`src/rtl/id_decode_stage_if.sv`:
```
// ID/EX pipeline-register bundle between decode and execute.
// Decode drives it through the master modport; execute reads it through the slave modport.
interface id_decode_stage_if;
    logic [31:0] pc_out;
    logic [31:0] rs1_data_out;
    logic [31:0] rs2_data_out;
    logic [31:0] imm_out;
    logic [4:0]  rs1_out;
    logic [4:0]  rs2_out;
    logic [4:0]  rd_out;
    logic [2:0]  funct3_out;
    logic        funct7b5_out;
    logic        reg_write_out;
    logic        mem_read_out;
    logic        mem_write_out;
    logic        mem_to_reg_out;
    logic        alu_src_out;
    logic        branch_out;
    logic        jal_out;
    logic        jalr_out;
    logic        lui_out;
    logic        auipc_out;

    modport master (
        output pc_out, rs1_data_out, rs2_data_out, imm_out,
        output rs1_out, rs2_out, rd_out, funct3_out, funct7b5_out,
        output reg_write_out, mem_read_out, mem_write_out, mem_to_reg_out,
        output alu_src_out, branch_out, jal_out, jalr_out, lui_out, auipc_out
    );

    modport slave (
        input pc_out, rs1_data_out, rs2_data_out, imm_out,
        input rs1_out, rs2_out, rd_out, funct3_out, funct7b5_out,
        input reg_write_out, mem_read_out, mem_write_out, mem_to_reg_out,
        input alu_src_out, branch_out, jal_out, jalr_out, lui_out, auipc_out
    );
endinterface

```
`src/rtl/id_decode_stage.sv`:
```
// RV32I instruction-decode stage: register file, immediate/control decode,
// load-use hazard detection and the ID/EX pipeline register.
// Optional macro DECODE_RF_BYPASS_EN: when defined, a writeback to the register
// being read in the same cycle is forwarded into the operand (write-then-read);
// when undefined, the operand reflects the old register-file contents.
module id_decode_stage #(
    parameter logic [31:0] RESET_PC_VAL = 32'h0
) (
    input  logic                      clk,
    input  logic                      reset,
    input  logic [31:0]               instr_in,
    input  logic [31:0]               pc_in,
    input  logic                      flush_in,
    input  logic                      wb_we,
    input  logic [4:0]                wb_rd,
    input  logic [31:0]               wb_data,
    output logic                      stall_out,
    id_decode_stage_if.master         idex
);

    typedef struct packed {
        logic [31:0] pc;
        logic [31:0] rs1_data;
        logic [31:0] rs2_data;
        logic [31:0] imm;
        logic [4:0]  rs1;
        logic [4:0]  rs2;
        logic [4:0]  rd;
        logic [2:0]  funct3;
        logic        funct7b5;
        logic        reg_write;
        logic        mem_read;
        logic        mem_write;
        logic        mem_to_reg;
        logic        alu_src;
        logic        branch;
        logic        jal;
        logic        jalr;
        logic        lui;
        logic        auipc;
    } idex_t;

    localparam logic [6:0] OP_LUI    = 7'b0110111;
    localparam logic [6:0] OP_AUIPC  = 7'b0010111;
    localparam logic [6:0] OP_JAL    = 7'b1101111;
    localparam logic [6:0] OP_JALR   = 7'b1100111;
    localparam logic [6:0] OP_BRANCH = 7'b1100011;
    localparam logic [6:0] OP_LOAD   = 7'b0000011;
    localparam logic [6:0] OP_STORE  = 7'b0100011;
    localparam logic [6:0] OP_IMM    = 7'b0010011;
    localparam logic [6:0] OP_REG    = 7'b0110011;

    logic [31:0] rf_q [32];
    idex_t       idex_q;
    idex_t       idex_d;
    idex_t       dec;
    idex_t       bubble;

    logic [4:0]  rs1_idx;
    logic [4:0]  rs2_idx;
    logic [31:0] imm_i, imm_s, imm_b, imm_u, imm_j;
    logic [31:0] rs1_val, rs2_val;
    logic        raw_hazard;

    assign rs1_idx = instr_in[19:15];
    assign rs2_idx = instr_in[24:20];

    assign imm_i = {{20{instr_in[31]}}, instr_in[31:20]};
    assign imm_s = {{20{instr_in[31]}}, instr_in[31:25], instr_in[11:7]};
    assign imm_b = {{19{instr_in[31]}}, instr_in[31], instr_in[7], instr_in[30:25], instr_in[11:8], 1'b0};
    assign imm_u = {instr_in[31:12], 12'b0};
    assign imm_j = {{11{instr_in[31]}}, instr_in[31], instr_in[19:12], instr_in[20], instr_in[30:21], 1'b0};

    // Register file: every entry clears on reset; x0 is never written so it stays 0.
    always_ff @(posedge clk) begin
        if (reset) begin
            for (int i = 0; i < 32; i++) begin
                rf_q[i] <= 32'h0;
            end
        end else if (wb_we && (wb_rd != 5'd0)) begin
            rf_q[wb_rd] <= wb_data;
        end
    end

    // Operand read; x0 is hard-wired to zero in both bypass modes.
    always_comb begin
`ifdef DECODE_RF_BYPASS_EN
        if (rs1_idx == 5'd0)                     rs1_val = 32'h0;
        else if (wb_we && (wb_rd == rs1_idx))    rs1_val = wb_data;
        else                                     rs1_val = rf_q[rs1_idx];
        if (rs2_idx == 5'd0)                     rs2_val = 32'h0;
        else if (wb_we && (wb_rd == rs2_idx))    rs2_val = wb_data;
        else                                     rs2_val = rf_q[rs2_idx];
`else
        rs1_val = (rs1_idx == 5'd0) ? 32'h0 : rf_q[rs1_idx];
        rs2_val = (rs2_idx == 5'd0) ? 32'h0 : rf_q[rs2_idx];
`endif
    end

    // Opcode decode into the next ID/EX contents; unknown opcodes decode as a bubble.
    always_comb begin
        dec          = '0;
        dec.pc       = pc_in;
        dec.rs1_data = rs1_val;
        dec.rs2_data = rs2_val;
        dec.rs1      = rs1_idx;
        dec.rs2      = rs2_idx;
        dec.funct3   = instr_in[14:12];
        dec.funct7b5 = instr_in[30];
        unique case (instr_in[6:0])
            OP_LUI:    begin dec.imm = imm_u; dec.reg_write = 1'b1; dec.lui   = 1'b1; end
            OP_AUIPC:  begin dec.imm = imm_u; dec.reg_write = 1'b1; dec.auipc = 1'b1; end
            OP_JAL:    begin dec.imm = imm_j; dec.reg_write = 1'b1; dec.jal   = 1'b1; end
            OP_JALR:   begin
                dec.imm = imm_i; dec.reg_write = 1'b1; dec.jalr = 1'b1; dec.alu_src = 1'b1;
            end
            OP_BRANCH: begin dec.imm = imm_b; dec.branch = 1'b1; end
            OP_LOAD:   begin
                dec.imm = imm_i; dec.reg_write = 1'b1; dec.mem_read = 1'b1;
                dec.mem_to_reg = 1'b1; dec.alu_src = 1'b1;
            end
            OP_STORE:  begin dec.imm = imm_s; dec.mem_write = 1'b1; dec.alu_src = 1'b1; end
            OP_IMM:    begin dec.imm = imm_i; dec.reg_write = 1'b1; dec.alu_src = 1'b1; end
            OP_REG:    begin dec.imm = 32'h0; dec.reg_write = 1'b1; end
            default:   begin dec.imm = 32'h0; end
        endcase
        // Forwarding logic relies on rd==0 meaning "no write".
        dec.rd = dec.reg_write ? instr_in[11:7] : 5'd0;
    end

    // Load-use hazard against the load currently in ID/EX; a redirect always wins over the hold.
    always_comb begin
        raw_hazard = idex_q.mem_read && (idex_q.rd != 5'd0) &&
                     ((idex_q.rd == rs1_idx) || (idex_q.rd == rs2_idx));
        stall_out  = raw_hazard && !flush_in;
    end

    // Next ID/EX contents: flush and stall both inject the same bubble.
    always_comb begin
        bubble    = '0;
        bubble.pc = RESET_PC_VAL;
        idex_d    = (flush_in || stall_out) ? bubble : dec;
    end

    // ID/EX pipeline register.
    always_ff @(posedge clk) begin
        if (reset) begin
            idex_q <= bubble;
        end else begin
            idex_q <= idex_d;
        end
    end

    assign idex.pc_out         = idex_q.pc;
    assign idex.rs1_data_out   = idex_q.rs1_data;
    assign idex.rs2_data_out   = idex_q.rs2_data;
    assign idex.imm_out        = idex_q.imm;
    assign idex.rs1_out        = idex_q.rs1;
    assign idex.rs2_out        = idex_q.rs2;
    assign idex.rd_out         = idex_q.rd;
    assign idex.funct3_out     = idex_q.funct3;
    assign idex.funct7b5_out   = idex_q.funct7b5;
    assign idex.reg_write_out  = idex_q.reg_write;
    assign idex.mem_read_out   = idex_q.mem_read;
    assign idex.mem_write_out  = idex_q.mem_write;
    assign idex.mem_to_reg_out = idex_q.mem_to_reg;
    assign idex.alu_src_out    = idex_q.alu_src;
    assign idex.branch_out     = idex_q.branch;
    assign idex.jal_out        = idex_q.jal;
    assign idex.jalr_out       = idex_q.jalr;
    assign idex.lui_out        = idex_q.lui;
    assign idex.auipc_out      = idex_q.auipc;

endmodule
```
`src/flat_wrapper.sv`:
```
// flat-port wrapper written by rule: the top's interface ports become plain ports
module id_decode_stage_flat 
#(
    parameter logic [31:0] RESET_PC_VAL = 32'h0
)
  (clk, reset, instr_in, pc_in, flush_in, wb_we, wb_rd, wb_data, stall_out, idex_pc_out, idex_rs1_data_out, idex_rs2_data_out, idex_imm_out, idex_rs1_out, idex_rs2_out, idex_rd_out, idex_funct3_out, idex_funct7b5_out, idex_reg_write_out, idex_mem_read_out, idex_mem_write_out, idex_mem_to_reg_out, idex_alu_src_out, idex_branch_out, idex_jal_out, idex_jalr_out, idex_lui_out, idex_auipc_out);
  id_decode_stage_if idex_i ();
  input  logic clk;
  input  logic reset;
  input  logic [31:0] instr_in;
  input  logic [31:0] pc_in;
  input  logic flush_in;
  input  logic wb_we;
  input  logic [4:0] wb_rd;
  input  logic [31:0] wb_data;
  output logic stall_out;
  output wire logic [$bits(idex_i.pc_out)-1:0] idex_pc_out;
  output wire logic [$bits(idex_i.rs1_data_out)-1:0] idex_rs1_data_out;
  output wire logic [$bits(idex_i.rs2_data_out)-1:0] idex_rs2_data_out;
  output wire logic [$bits(idex_i.imm_out)-1:0] idex_imm_out;
  output wire logic [$bits(idex_i.rs1_out)-1:0] idex_rs1_out;
  output wire logic [$bits(idex_i.rs2_out)-1:0] idex_rs2_out;
  output wire logic [$bits(idex_i.rd_out)-1:0] idex_rd_out;
  output wire logic [$bits(idex_i.funct3_out)-1:0] idex_funct3_out;
  output wire logic [$bits(idex_i.funct7b5_out)-1:0] idex_funct7b5_out;
  output wire logic [$bits(idex_i.reg_write_out)-1:0] idex_reg_write_out;
  output wire logic [$bits(idex_i.mem_read_out)-1:0] idex_mem_read_out;
  output wire logic [$bits(idex_i.mem_write_out)-1:0] idex_mem_write_out;
  output wire logic [$bits(idex_i.mem_to_reg_out)-1:0] idex_mem_to_reg_out;
  output wire logic [$bits(idex_i.alu_src_out)-1:0] idex_alu_src_out;
  output wire logic [$bits(idex_i.branch_out)-1:0] idex_branch_out;
  output wire logic [$bits(idex_i.jal_out)-1:0] idex_jal_out;
  output wire logic [$bits(idex_i.jalr_out)-1:0] idex_jalr_out;
  output wire logic [$bits(idex_i.lui_out)-1:0] idex_lui_out;
  output wire logic [$bits(idex_i.auipc_out)-1:0] idex_auipc_out;
  assign idex_pc_out = idex_i.pc_out;
  assign idex_rs1_data_out = idex_i.rs1_data_out;
  assign idex_rs2_data_out = idex_i.rs2_data_out;
  assign idex_imm_out = idex_i.imm_out;
  assign idex_rs1_out = idex_i.rs1_out;
  assign idex_rs2_out = idex_i.rs2_out;
  assign idex_rd_out = idex_i.rd_out;
  assign idex_funct3_out = idex_i.funct3_out;
  assign idex_funct7b5_out = idex_i.funct7b5_out;
  assign idex_reg_write_out = idex_i.reg_write_out;
  assign idex_mem_read_out = idex_i.mem_read_out;
  assign idex_mem_write_out = idex_i.mem_write_out;
  assign idex_mem_to_reg_out = idex_i.mem_to_reg_out;
  assign idex_alu_src_out = idex_i.alu_src_out;
  assign idex_branch_out = idex_i.branch_out;
  assign idex_jal_out = idex_i.jal_out;
  assign idex_jalr_out = idex_i.jalr_out;
  assign idex_lui_out = idex_i.lui_out;
  assign idex_auipc_out = idex_i.auipc_out;
  id_decode_stage #(.RESET_PC_VAL(RESET_PC_VAL)) u_core (.clk(clk), .reset(reset), .instr_in(instr_in), .pc_in(pc_in), .flush_in(flush_in), .wb_we(wb_we), .wb_rd(wb_rd), .wb_data(wb_data), .stall_out(stall_out), .idex(idex_i));
endmodule
```
`config.mk`:
```
export PLATFORM = sky130hd
export DESIGN_NAME = id_decode_stage_flat
export DESIGN_NICKNAME = d
export VERILOG_FILES = /design/src/rtl/id_decode_stage_if.sv /design/src/rtl/id_decode_stage.sv /design/src/flat_wrapper.sv
export SDC_FILE = /design/constraint.sdc
export NUM_CORES = 2
export LEC_CHECK = 0
export CELL_PAD_IN_SITES_DETAIL_PLACEMENT = 1
export CELL_PAD_IN_SITES_GLOBAL_PLACEMENT = 2
export CORE_ASPECT_RATIO = 0.7
export CORE_MARGIN = 8
export CORE_UTILIZATION = 50
export CTS_BUF_LIST = sky130_fd_sc_hd__clkbuf_2
export DETAILED_ROUTE_END_ITERATION = 10
export GPL_TIMING_DRIVEN = 0
export PLACE_DENSITY_LB_ADDON = 0.1
export SLEW_MARGIN = 10
export SYNTH_ARGS = -nofsm -noshare
export SYNTH_HDL_FRONTEND = slang
export SYNTH_SLANG_ARGS = --single-unit
```
`constraint.sdc`:
```
create_clock -name clk -period 4.25 [get_ports clk]
set_clock_uncertainty 0.15 [all_clocks]
set_input_delay 0.425 -clock clk [delete_from_list [all_inputs] [get_ports clk]]
set_output_delay 0.425 -clock clk [all_outputs]
set_load 0.005 [all_outputs]
```
==> metrics.md <==
| Metric | Value |
|---|---|
| Post-synthesis sequential area ratio | 58.59% |
| Final slew viol count | 0 |
| Cell mode on critical path | nand2_1 |
| CTS sink cnt | 1180 |
| Crit path cell chain | xnor2_1, nand2_1, o22ai_2, nand2_1, nor2_1, clkdlybuf4s50_1 |
| Total core area | 114800 sq um |
| WHS Endpoint | u_core.rf_q[1][5] |
| Net Sw Power | 0.007465 W |
| Hold path start | wb_data[5] |
| R2R setup slack | 0.35 ns |
| Clock Power Share | 32.3% |
| Share of layout cells above drive strength 1 | 22.72% |
| Mapped Avg Cell Area | 14.78 sq um |
| Final instance area | 67520 sq um |
| Hold-critical path depth | 3 |
| Peak supply drop | 0.2952 mV |
| HPWL after detailed placement | 174700 microns |
| Ys flop type | edfxtp_1 |
| Synthesis-stage register bit count | 1180 |
| Slew Limit Headroom | 4.873% |
| P&R area growth vs syn | 16.78% |
| DRT Pass-1 Iters | 6 |
| Maximum clock path buffer count | 4 |
| Hold slack final | 0.1845 ns |
| Initial antenna violation count | 14 |
| Largest net degree at the start of global routing | 33 |
| Sequential share of power | 54.0% |
| Drt wl/cell | 37.49 microns |
| Total track usage | 37.42% |
| Routed wire length | 244100 microns |
| Final Setup Violations | 0 |
| Busiest metal layer after global routing | met2 |
| Chip Height | 300.5 microns |
| Via count | 43040 |
| Vias/cell | 6.611 |
| Outcome | finished, final reports clean |
| RSZ-0062 raised after global routing | no |
| Total CTS buffers | 308 |
| Tcrit/Tclk final | 98.22% |
| Grt total ovfl | 0 |
| Worst R2R End | u_core.idex.pc_out[31] |
| Most frequent cells in the layout | and2_1, edfxtp_1, clkbuf_2, mux4_2, clkbuf_1 |
| Critical-path top delay cell | clkdlybuf4s50_1 |
| Worst hold path class | input port to flop |
| Initial drt markers | 6092 |
| Post-synth EDFFs | 1024 |
| Int Pwr | 0.01756 W |
| Synth Instances | 3912 |
| Via count of the first global-routing pass | 43620 |
| Worst setup SP type | flop |
| FMAX | 239.6 MHz |
| Post-DP Area | 62420 sq um |
| Async set-reset flop share out of synthesis | 0% |
| Max-Cap Viols | 0 |
| Gpl congestion | 0.9841 |
| CP endpoint kind | output port |
| Net Sw Frac | 29.83% |
| CTS tree | yes |
| Post-Route Utilization | 58.83% |
| First-pass GRT wire length | 331400 microns |
| Antenna viol nets, final | 0 |
| Met1 usage | 49.05% |
| Clock transition at path regs | 0.12 ns |
| Clk Latency, worst-skew pair | 1.79 ns |
| Root Buffer | clkbuf_2 |
| Commonest non-fill, non-tap cell in the layout | and2_1 |
| Synth cell types | 46 |
| Power per Cell Area | 370.7 nW/um^2 |
| Critical path data required time | 3.67 ns |
| Post-CTS Setup Repair Bufs | 0 |
| Combinational share of power | 13.7% |
| Warnings from Yosys | 0 |
| Min Clock Period, post-route | 4.174 ns |
| Final Hold Viols | 0 |
| Drt drc | 0 |
| P_leak | 23.99 nW |
| Post-layout nets | 4858 |
| Met2 track demand over resource | 55.62% |
| I/O pins | 263 |
| Worst-margin pin slew | 1.427 ns |
| Largest fanout on the critical path | 4 |
| FP Rows | 104 |
| CP arrival | 3.60 ns |
| I/O Buffers | 251 |
| Worst r2r src | u_core.idex.rd_out[0] |
| DIE WIDTH | 422.4 microns |
| CTS H-Tree Depth | 5 |
| Grt met3 use | 10.20% |
| Crit path largest cell delay | 0.54 ns |
| Crit Path Class | flop to output port |
| Worst Reg-to-Reg Cells | 7 |
| Die area | 126900 sq um |
| Netlist Area Pre-Place | 57820 sq um |
| Initial Utilization | 50.38% |
==> flip-flops by register name (all words and copies together) (netlist names), 3 cells and up <==
| register | cells |
|---|---|
| u_core.idex.pc_out | 32 |
| u_core.idex.funct3_out | 3 |
| u_core.idex.rs2_out | 5 |
| u_core.idex.imm_out | 32 |
| u_core.rf_q | 1024 |
| u_core.idex.rs2_data_out | 32 |
| u_core.idex.rs1_out | 5 |
| u_core.idex.rs1_data_out | 32 |
| u_core.idex.rd_out | 5 |
==> power groups by stage <==
| stage | combinational, W | clock (W) | sequential [W] |
|---|---|---|---|
| after floorplan | 0.00173 | 0 | 0.0136 |
| after global placement | 0.00312 | 0 | 0.0137 |
| after detailed placement | 0.00315 | 0 | 0.0138 |
| after CTS | 0.00332 | 0.00795 | 0.0135 |
| after global routing | 0.00346 | 0.00852 | 0.0136 |
| final | 0.00343 | 0.00808 | 0.0135 |
==> Yosys cell counts (all sizes together), types with 2 or more instances <==
cell,number,share of area [%]
o22ai,210,2.3
a221oi,13,0.20
a211oi,13,0.18
nor2,168,1.1
a22oi,28,0.36
nand3b,8,0.10
clkbuf,290,1.9
nor3b,7,0.091
buf,114,1.2
edfxtp,1024,53
o21ai,3,0.026
mux4,488,19
nor2b,6,0.065
a21oi,21,0.18
inv,2,0.013
or2,34,0.37
and3b,4,0.061
a22o,24,0.36
nand3,12,0.10
and2,1042,11
nand2,84,0.55
or3,3,0.032
dfxtp,156,5.4
mux2i,48,0.83
or3b,6,0.091
xnor2,10,0.15
nor3,56,0.48
nand2b,3,0.032
and3,13,0.14
a31oi,12,0.13
==> layer usage <==
metal / routed length, microns / up-vias
met5: 40 / -
met4: 17400 / 6
met3: 29570 / 736
met2: 107800 / 3328
met1: 89320 / 22320
li1: - / 16650
==> worst max-delay path by stage <==
stage                     slack, ns  depth (start not counted)                           end                   from
final                          0.08                          6                     stall_out  u_core.idex.rd_out[1]
after global routing           0.03                          6                     stall_out  u_core.idex.rd_out[1]
after CTS                      0.02                          6                     stall_out  u_core.idex.rd_out[1]
after detailed placement      -0.33                          9  u_core.idex.rs2_data_out[23]           instr_in[22]
after global placement        -0.27                          9  u_core.idex.rs2_data_out[23]           instr_in[22]
after floorplan                1.83                          5            u_core.rf_q[14][0]                  reset
==> area by class of cell <==
cell class              count  area (sq um)
diodes                     17         42.54
plain buffers             404          1793
clock inverters            32         150.1
multi-input cells        2357         22310
flip-flops and latches   1180         33870
repair buffers            500          5015
well taps                1537          1923
inverters                   2         7.507
clock buffers             481          2407
fillers                 11290         47250
==> metrics by stage <==
step / worst slack (ns) / std cells / TNS, ns / total power (W)
global route: 0.03203 / 6498 / 0 / 0.02555
CTS: 0.02330 / 6493 / 0 / 0.02475
global placement: -0.2705 / 5731 / -4.218 / 0.01679
floorplan: 1.830 / 3943 / 0 / 0.01534
finish: 0.07570 / 6510 / 0 / 0.02503
detailed placement: -0.3318 / 5732 / -4.547 / 0.01690
==> worst max-delay path: cells and delay by family, from the launching register on <==
family	cells	cell delay [ns]
AOI/OAI and AO/OA	1	0.24
xor gates and xnor gates	1	0.24
buffers and inverters	1	0.54
DFF	1	0.50
and+or+nand+nor	3	0.36
==> timing repair <==
action,CTS,global route
resized for setup,0,1
setup endpoints to repair,0,1
hold buffers,248,0
endpoints found under the hold margin,1210,0
==> logic make-up after synthesis <==
family,synth area share [%]
buf+inv,3.079
flops,58.59
simple gates,14.58
other cells,0.006486
mux,19.84
compound gates,3.755
xor+xnor,0.1515
Power figures use the tool's default switching activity.
